`src/rtl/tilemap_fetch_sequencer.sv`:
```
// Tile-layer VRAM fetch sequencer: beam counters, double-buffered scroll registers,
// per-slot name/attr fetch addresses for layers A and B. Optional FLIP_SCREEN_EN adds FLIP_I.
module tilemap_fetch_sequencer #(
  parameter int unsigned H_TOTAL   = 384,
  parameter int unsigned V_TOTAL   = 264,
  parameter int unsigned CPU_SLOTS = 4
) (
  input  logic        CLK_6M_I,
  input  logic        RST_I,
  input  logic        HRESET_I,
  input  logic        VRESET_I,
  input  logic        VBLANK_I,
`ifdef FLIP_SCREEN_EN
  input  logic        FLIP_I,
`endif
  input  logic        CPU_WE_I,
  input  logic [2:0]  CPU_ADDR_I,
  input  logic [7:0]  CPU_DATA_I,
  output logic [12:0] VRAM_ADDR_O,
  output logic        FETCH_EN_O,
  output logic        LAYER_O,
  output logic        CPU_WIN_O,
  output logic [2:0]  FINE_X_A_O,
  output logic [2:0]  FINE_X_B_O,
  output logic [2:0]  FINE_Y_A_O,
  output logic [2:0]  FINE_Y_B_O,
  output logic [8:0]  HCOUNT_O,
  output logic [8:0]  VCOUNT_O
);

  localparam logic [8:0] H_LAST      = 9'(H_TOTAL - 1);
  localparam logic [8:0] V_LAST      = 9'(V_TOTAL - 1);
  localparam logic [3:0] FETCH_SLOTS = 4'(8 - CPU_SLOTS);

  logic [8:0] hcount, vcount;
  logic       h_wrap;

  logic [8:0] pend_ax, pend_bx, act_ax, act_bx;
  logic [7:0] pend_ay, pend_by, act_ay, act_by;
  logic       flip_q;

  logic [2:0] phase;
  logic       fetch_phase;
  logic       layer_sel;
  logic [8:0] h_ahead, h_eff, sel_x, ex;
  logic [7:0] v_eff, sel_y, ey, ey_a, ey_b;
  logic [2:0] fine_x_a, fine_x_b;

  assign h_wrap = (hcount == H_LAST);

  always_ff @(posedge CLK_6M_I) begin
    if (RST_I) begin
      hcount <= '0;
      vcount <= '0;
    end else begin
      if (HRESET_I || h_wrap) hcount <= '0;
      else                    hcount <= hcount + 9'd1;

      if (VRESET_I)                 vcount <= '0;
      else if (HRESET_I || h_wrap)  vcount <= (vcount == V_LAST) ? '0 : vcount + 9'd1;
    end
  end

  // Pending copy is CPU-visible; the active copy only moves at frame start, so a
  // write coinciding with VRESET_I lands in pending and waits a full frame.
  always_ff @(posedge CLK_6M_I) begin
    if (RST_I) begin
      pend_ax <= '0;
      pend_ay <= '0;
      pend_bx <= '0;
      pend_by <= '0;
      act_ax  <= '0;
      act_ay  <= '0;
      act_bx  <= '0;
      act_by  <= '0;
      flip_q  <= 1'b0;
    end else begin
      if (VRESET_I) begin
        act_ax <= pend_ax;
        act_ay <= pend_ay;
        act_bx <= pend_bx;
        act_by <= pend_by;
`ifdef FLIP_SCREEN_EN
        flip_q <= FLIP_I;
`else
        flip_q <= 1'b0;
`endif
      end
      if (CPU_WE_I) begin
        case (CPU_ADDR_I)
          3'd0:    pend_ax[7:0] <= CPU_DATA_I;
          3'd1:    pend_ax[8]   <= CPU_DATA_I[0];
          3'd2:    pend_ay      <= CPU_DATA_I;
          3'd4:    pend_bx[7:0] <= CPU_DATA_I;
          3'd5:    pend_bx[8]   <= CPU_DATA_I[0];
          3'd6:    pend_by      <= CPU_DATA_I;
          default: ;
        endcase
      end
    end
  end

  assign phase       = hcount[2:0];
  assign fetch_phase = ({1'b0, phase} < FETCH_SLOTS);
  assign layer_sel   = phase[1];
  assign h_ahead     = hcount + 9'd8;

  always_comb begin
    h_eff    = h_ahead;
    v_eff    = vcount[7:0];
    fine_x_a = act_ax[2:0];
    fine_x_b = act_bx[2:0];
    if (flip_q) begin
      h_eff    = ~h_ahead;
      v_eff    = ~vcount[7:0];
      fine_x_a = ~act_ax[2:0];
      fine_x_b = ~act_bx[2:0];
    end
  end

  assign sel_x = layer_sel ? act_bx : act_ax;
  assign sel_y = layer_sel ? act_by : act_ay;
  assign ex    = h_eff + sel_x;
  assign ey    = v_eff + sel_y;
  assign ey_a  = v_eff + act_ay;
  assign ey_b  = v_eff + act_by;

  // Address and layer only move on fetch slots; CPU slots and VBLANK hold them.
  always_ff @(posedge CLK_6M_I) begin
    if (RST_I) begin
      VRAM_ADDR_O <= '0;
      FETCH_EN_O  <= 1'b0;
      LAYER_O     <= 1'b0;
      CPU_WIN_O   <= 1'b1;
      FINE_X_A_O  <= '0;
      FINE_X_B_O  <= '0;
      FINE_Y_A_O  <= '0;
      FINE_Y_B_O  <= '0;
    end else begin
      FINE_X_A_O <= fine_x_a;
      FINE_X_B_O <= fine_x_b;
      FINE_Y_A_O <= ey_a[2:0];
      FINE_Y_B_O <= ey_b[2:0];
      if (!VBLANK_I && fetch_phase) begin
        FETCH_EN_O  <= 1'b1;
        CPU_WIN_O   <= 1'b0;
        LAYER_O     <= layer_sel;
        VRAM_ADDR_O <= {layer_sel, ey[7:3], ex[8:3], phase[0]};
      end else begin
        FETCH_EN_O <= 1'b0;
        CPU_WIN_O  <= 1'b1;
      end
    end
  end

  assign HCOUNT_O = hcount;
  assign VCOUNT_O = vcount;

endmodule

```
`config.mk`:
```
export PLATFORM = sky130hd
export DESIGN_NAME = tilemap_fetch_sequencer
export DESIGN_NICKNAME = d
export VERILOG_FILES = /design/src/rtl/tilemap_fetch_sequencer.sv
export SDC_FILE = /design/constraint.sdc
export NUM_CORES = 1
export LEC_CHECK = 0
export CORE_MARGIN = 2
export CORE_UTILIZATION = 45
export CTS_CLUSTER_SIZE = 12
export DETAILED_ROUTE_END_ITERATION = 8
export PLACE_DENSITY = 0.67
export SYNTH_ARGS = -nofsm -noshare
export SYNTH_HDL_FRONTEND = slang
export SYNTH_SLANG_ARGS = --single-unit
```
`constraint.sdc`:
```
create_clock -name CLK_6M_I -period 8.4 [get_ports CLK_6M_I]
set_input_delay 1.68 -clock CLK_6M_I [delete_from_list [all_inputs] [get_ports CLK_6M_I]]
set_output_delay 1.68 -clock CLK_6M_I [all_outputs]
set_load 0.03 [all_outputs]
```
==> flow_summary_export.csv <==
group,metric,value,unit
synth,netlist_area,4847,um2
synth,synth_edf_count,0,
layout,final_common_cell,"dfxtp_1",
clock_network,clk_pin_slew,60,ps
grt,grt_pass1_vias,3389,
clock_network,root_buffer,"clkbuf_8",
outcome,status,"complete, no violations",
sta,maxSlewHeadroom,28.72,%
floorplan,ioPinCount,63,
setup_path,arrival,1820,ps
layout,nets,624,
clock_network,htreeDepth,4,
setup_path,crit_path_max_incr_delay,750,ps
grt,grtUsageTotal,18.21,%
pwr,leakage,2.374,nW
clock_network,insertion_delay,510,ps
layout,area_delta_synth_final,26.54,%
layout,fin_area,6133,um2
setup_path,path_buf_inv,1,
floorplan,fp.dieW,107.8,um
clock_network,clock_sink_count,113,
drt,first_iter_violations,138,
grt,grt_pass1_wl,16460,um
sta,finalSetupViolCount,0,
layout,antenna_cells,0,
drt,dr.pass1.iters,4,
sta,hold_violations,0,
synth,postSynth.asyncResetShare,0,%
floorplan,rows,37,
synth,syn_inst,523,
floorplan,die-height,107.8,um
sta,finClkSkew,8.245,ps
clock_network,cts_tree,"yes",
placement,port_buffers,62,
sta,fin_setup_tns,0,ps
synth,ys_seq_area_share,46.67,%
floorplan,start_util,46.74,%
clock_network,cts_resized,0,
synth,synth_ff_type,"dfxtp_1",
layout,fin_util,59.15,%
sta,max_freq,285.7,MHz
setup_path,worstPathRequired,6720,ps
pwr,p_total,1.318,mW
placement,placed_area,5540,um2
drt,vias,3689,
clock_network,cts_hold_buf,0,
floorplan,die_area,11620,um2
sta,rsz0062_at_grt,"false",
drt,viasPerCell,5.047,
grt,antenna_found_initial,0,
drt,route.detailed.drc,0,
layout,most-common-layout-cells,"dfxtp_1, nand2_1, nor2_1",
clock_network,numCtsBuffers,17,
sta,worst_slew_pin_slew,1069,ps
sta,drv_slew,0,
setup_path,critPathKind,"flop to output port",
setup_path,r2r_setup_slack,5630,ps
grt,overflow,0,
layout,drive_gt1_share,9.244,%
sta,min_period,3500,ps
sta,finalCritPeriodShare,41.67,%
pwr,powerDensity,214.8,nW/um2
synth,yosysUniqueCellTypes,42,
placement,hpwl,6895,um
setup_path,start_kind,"flop",
setup_path,crit_path_cell_trace,"clkdlybuf4s50_1",
synth,syn_nets,565,
placement,place.gp.congestion,0.8444,
clock_network,cts_buffer_depth,2,
synth,yosys_warnings,0,
drt,ant_nets,0,
drt,wl_per_cell,13.81,um
synth,ys_ff_latch,113,
synth,synth.avg_cell_area,9.268,um2
setup_path,worstPathMaxFanout,9,
job,maxCapViolCount,0,
setup_path,end_kind,"output port",
floorplan,core,10370,um2
grt,grt_max_degree,85,
setup_path,cp_top_family,"buffers and inverters",
pwr,worst_ir_drop_vdd,131.3,uV
drt,drt_wl_total,10100,um
hold_path,hold_path.class,"flop to flop",
clock_network,post-cts-setup-buffers,0,
setup_path,cp_slowest_cell,"clkdlybuf4s50_1",
## routing by layer
layer	part of all wire, %	vias up	global-route usage [%]
met5	0	-	0
met4	0.97	0	6.319
met3	3.9	10	4.661
met2	44	73	27.49
met1	51	1714	25.21
li1	-	1892	-
## state kept, by name (all words and copies together), names as in the netlist
| register | count |
|---|---|
| CPU_WIN_O | 1 |
| FETCH_EN_O | 1 |
| FINE_X_A_O | 3 |
| FINE_X_B_O | 3 |
| FINE_Y_A_O | 3 |
| FINE_Y_B_O | 3 |
| HCOUNT_O | 9 |
| VCOUNT_O | 9 |
| VRAM_ADDR_O | 13 |
| act_ax | 9 |
| act_ay | 8 |
| act_bx | 9 |
| act_by | 8 |
| pend_ax | 9 |
| pend_ay | 8 |
| pend_bx | 9 |
| pend_by | 8 |
## report_power, final
group          internal (mW)  total, mW  switching, mW
Combinational         0.0255     0.0631         0.0376
Sequential             0.544      0.549        0.00499
Clock                  0.457      0.705          0.248
## final timing paths
path / start / end / cells after the start
worst max-delay path: VCOUNT_O[2]$_SDFFE_PP0P_ / VCOUNT_O[2] / 1
worst min-delay path: pend_bx[2]$_SDFFE_PP0P_ / pend_bx[2]$_SDFFE_PP0P_ / 2
worst max register to register: HCOUNT_O[1]$_SDFF_PP0_ / VRAM_ADDR_O[6]$_SDFFE_PP0P_ / 9
worst min register to register: pend_bx[2]$_SDFFE_PP0P_ / pend_bx[2]$_SDFFE_PP0P_ / 2
## stage by stage
step           cells  hold WS (ps)  worst slack [ps]
3_5_place_dp     699         448.8              5034
2_1_floorplan    523         436.0              5275
5_1_grt          731         469.5              4796
3_3_place_gp     699         434.3              5026
4_1_cts          731         456.9              4864
6_report         731         452.9              4900
## cell type report
class | instances | area, um2
sequential | 113 | 2262
timing repair buffer | 64 | 625.6
inverter | 10 | 37.54
tap | 136 | 170.2
multi-input combinational | 376 | 2445
clock inverter | 14 | 165.2
clock buffer | 18 | 427.9
fill | 897 | 4237
## cells in the mapped netlist, types with 2 or more instances
master / instances / area (um2)
nand2b_1: 3 / 18.77
or2_2: 2 / 12.51
a31oi_1: 2 / 12.51
clkbuf_1: 17 / 63.81
a21oi_1: 37 / 185.2
nor2b_1: 9 / 56.30
mux2i_1: 49 / 490.5
a311oi_1: 2 / 17.52
mux2_2: 11 / 123.9
a22o_1: 2 / 17.52
a21o_1: 2 / 15.01
dfxtp_1: 113 / 2262
nor2_1: 70 / 262.8
nor3_1: 5 / 25.02
fa_1: 2 / 40.04
a211oi_1: 2 / 15.01
xor2_1: 14 / 122.6
buf_2: 4 / 20.02
nor3b_1: 2 / 15.01
nand4_1: 4 / 25.02
or3_1: 4 / 25.02
nand2_1: 72 / 270.3
xnor2_1: 16 / 140.1
nand3_1: 7 / 35.03
o21ai_0: 21 / 105.1
buf_4: 2 / 15.01
ha_1: 23 / 287.8
inv_1: 10 / 37.54
and3_1: 3 / 18.77
## cell families (layout without fill, tap and decap cells)
family                     after synthesis  after routing  synth area share (%)
adders and majority gates               25             25                 6.763
xor gates and xnor gates                30             30                 5.421
buffers and inverters                   34            106                 2.891
muxes                                   60             60                 12.67
AOI/OAI and AO/OA                       72             72                 8.518
and+or+nand+nor                        189            189                 17.06
DFF                                    113            113                 46.67
Note: power is estimated with default switching activity, not from simulation.
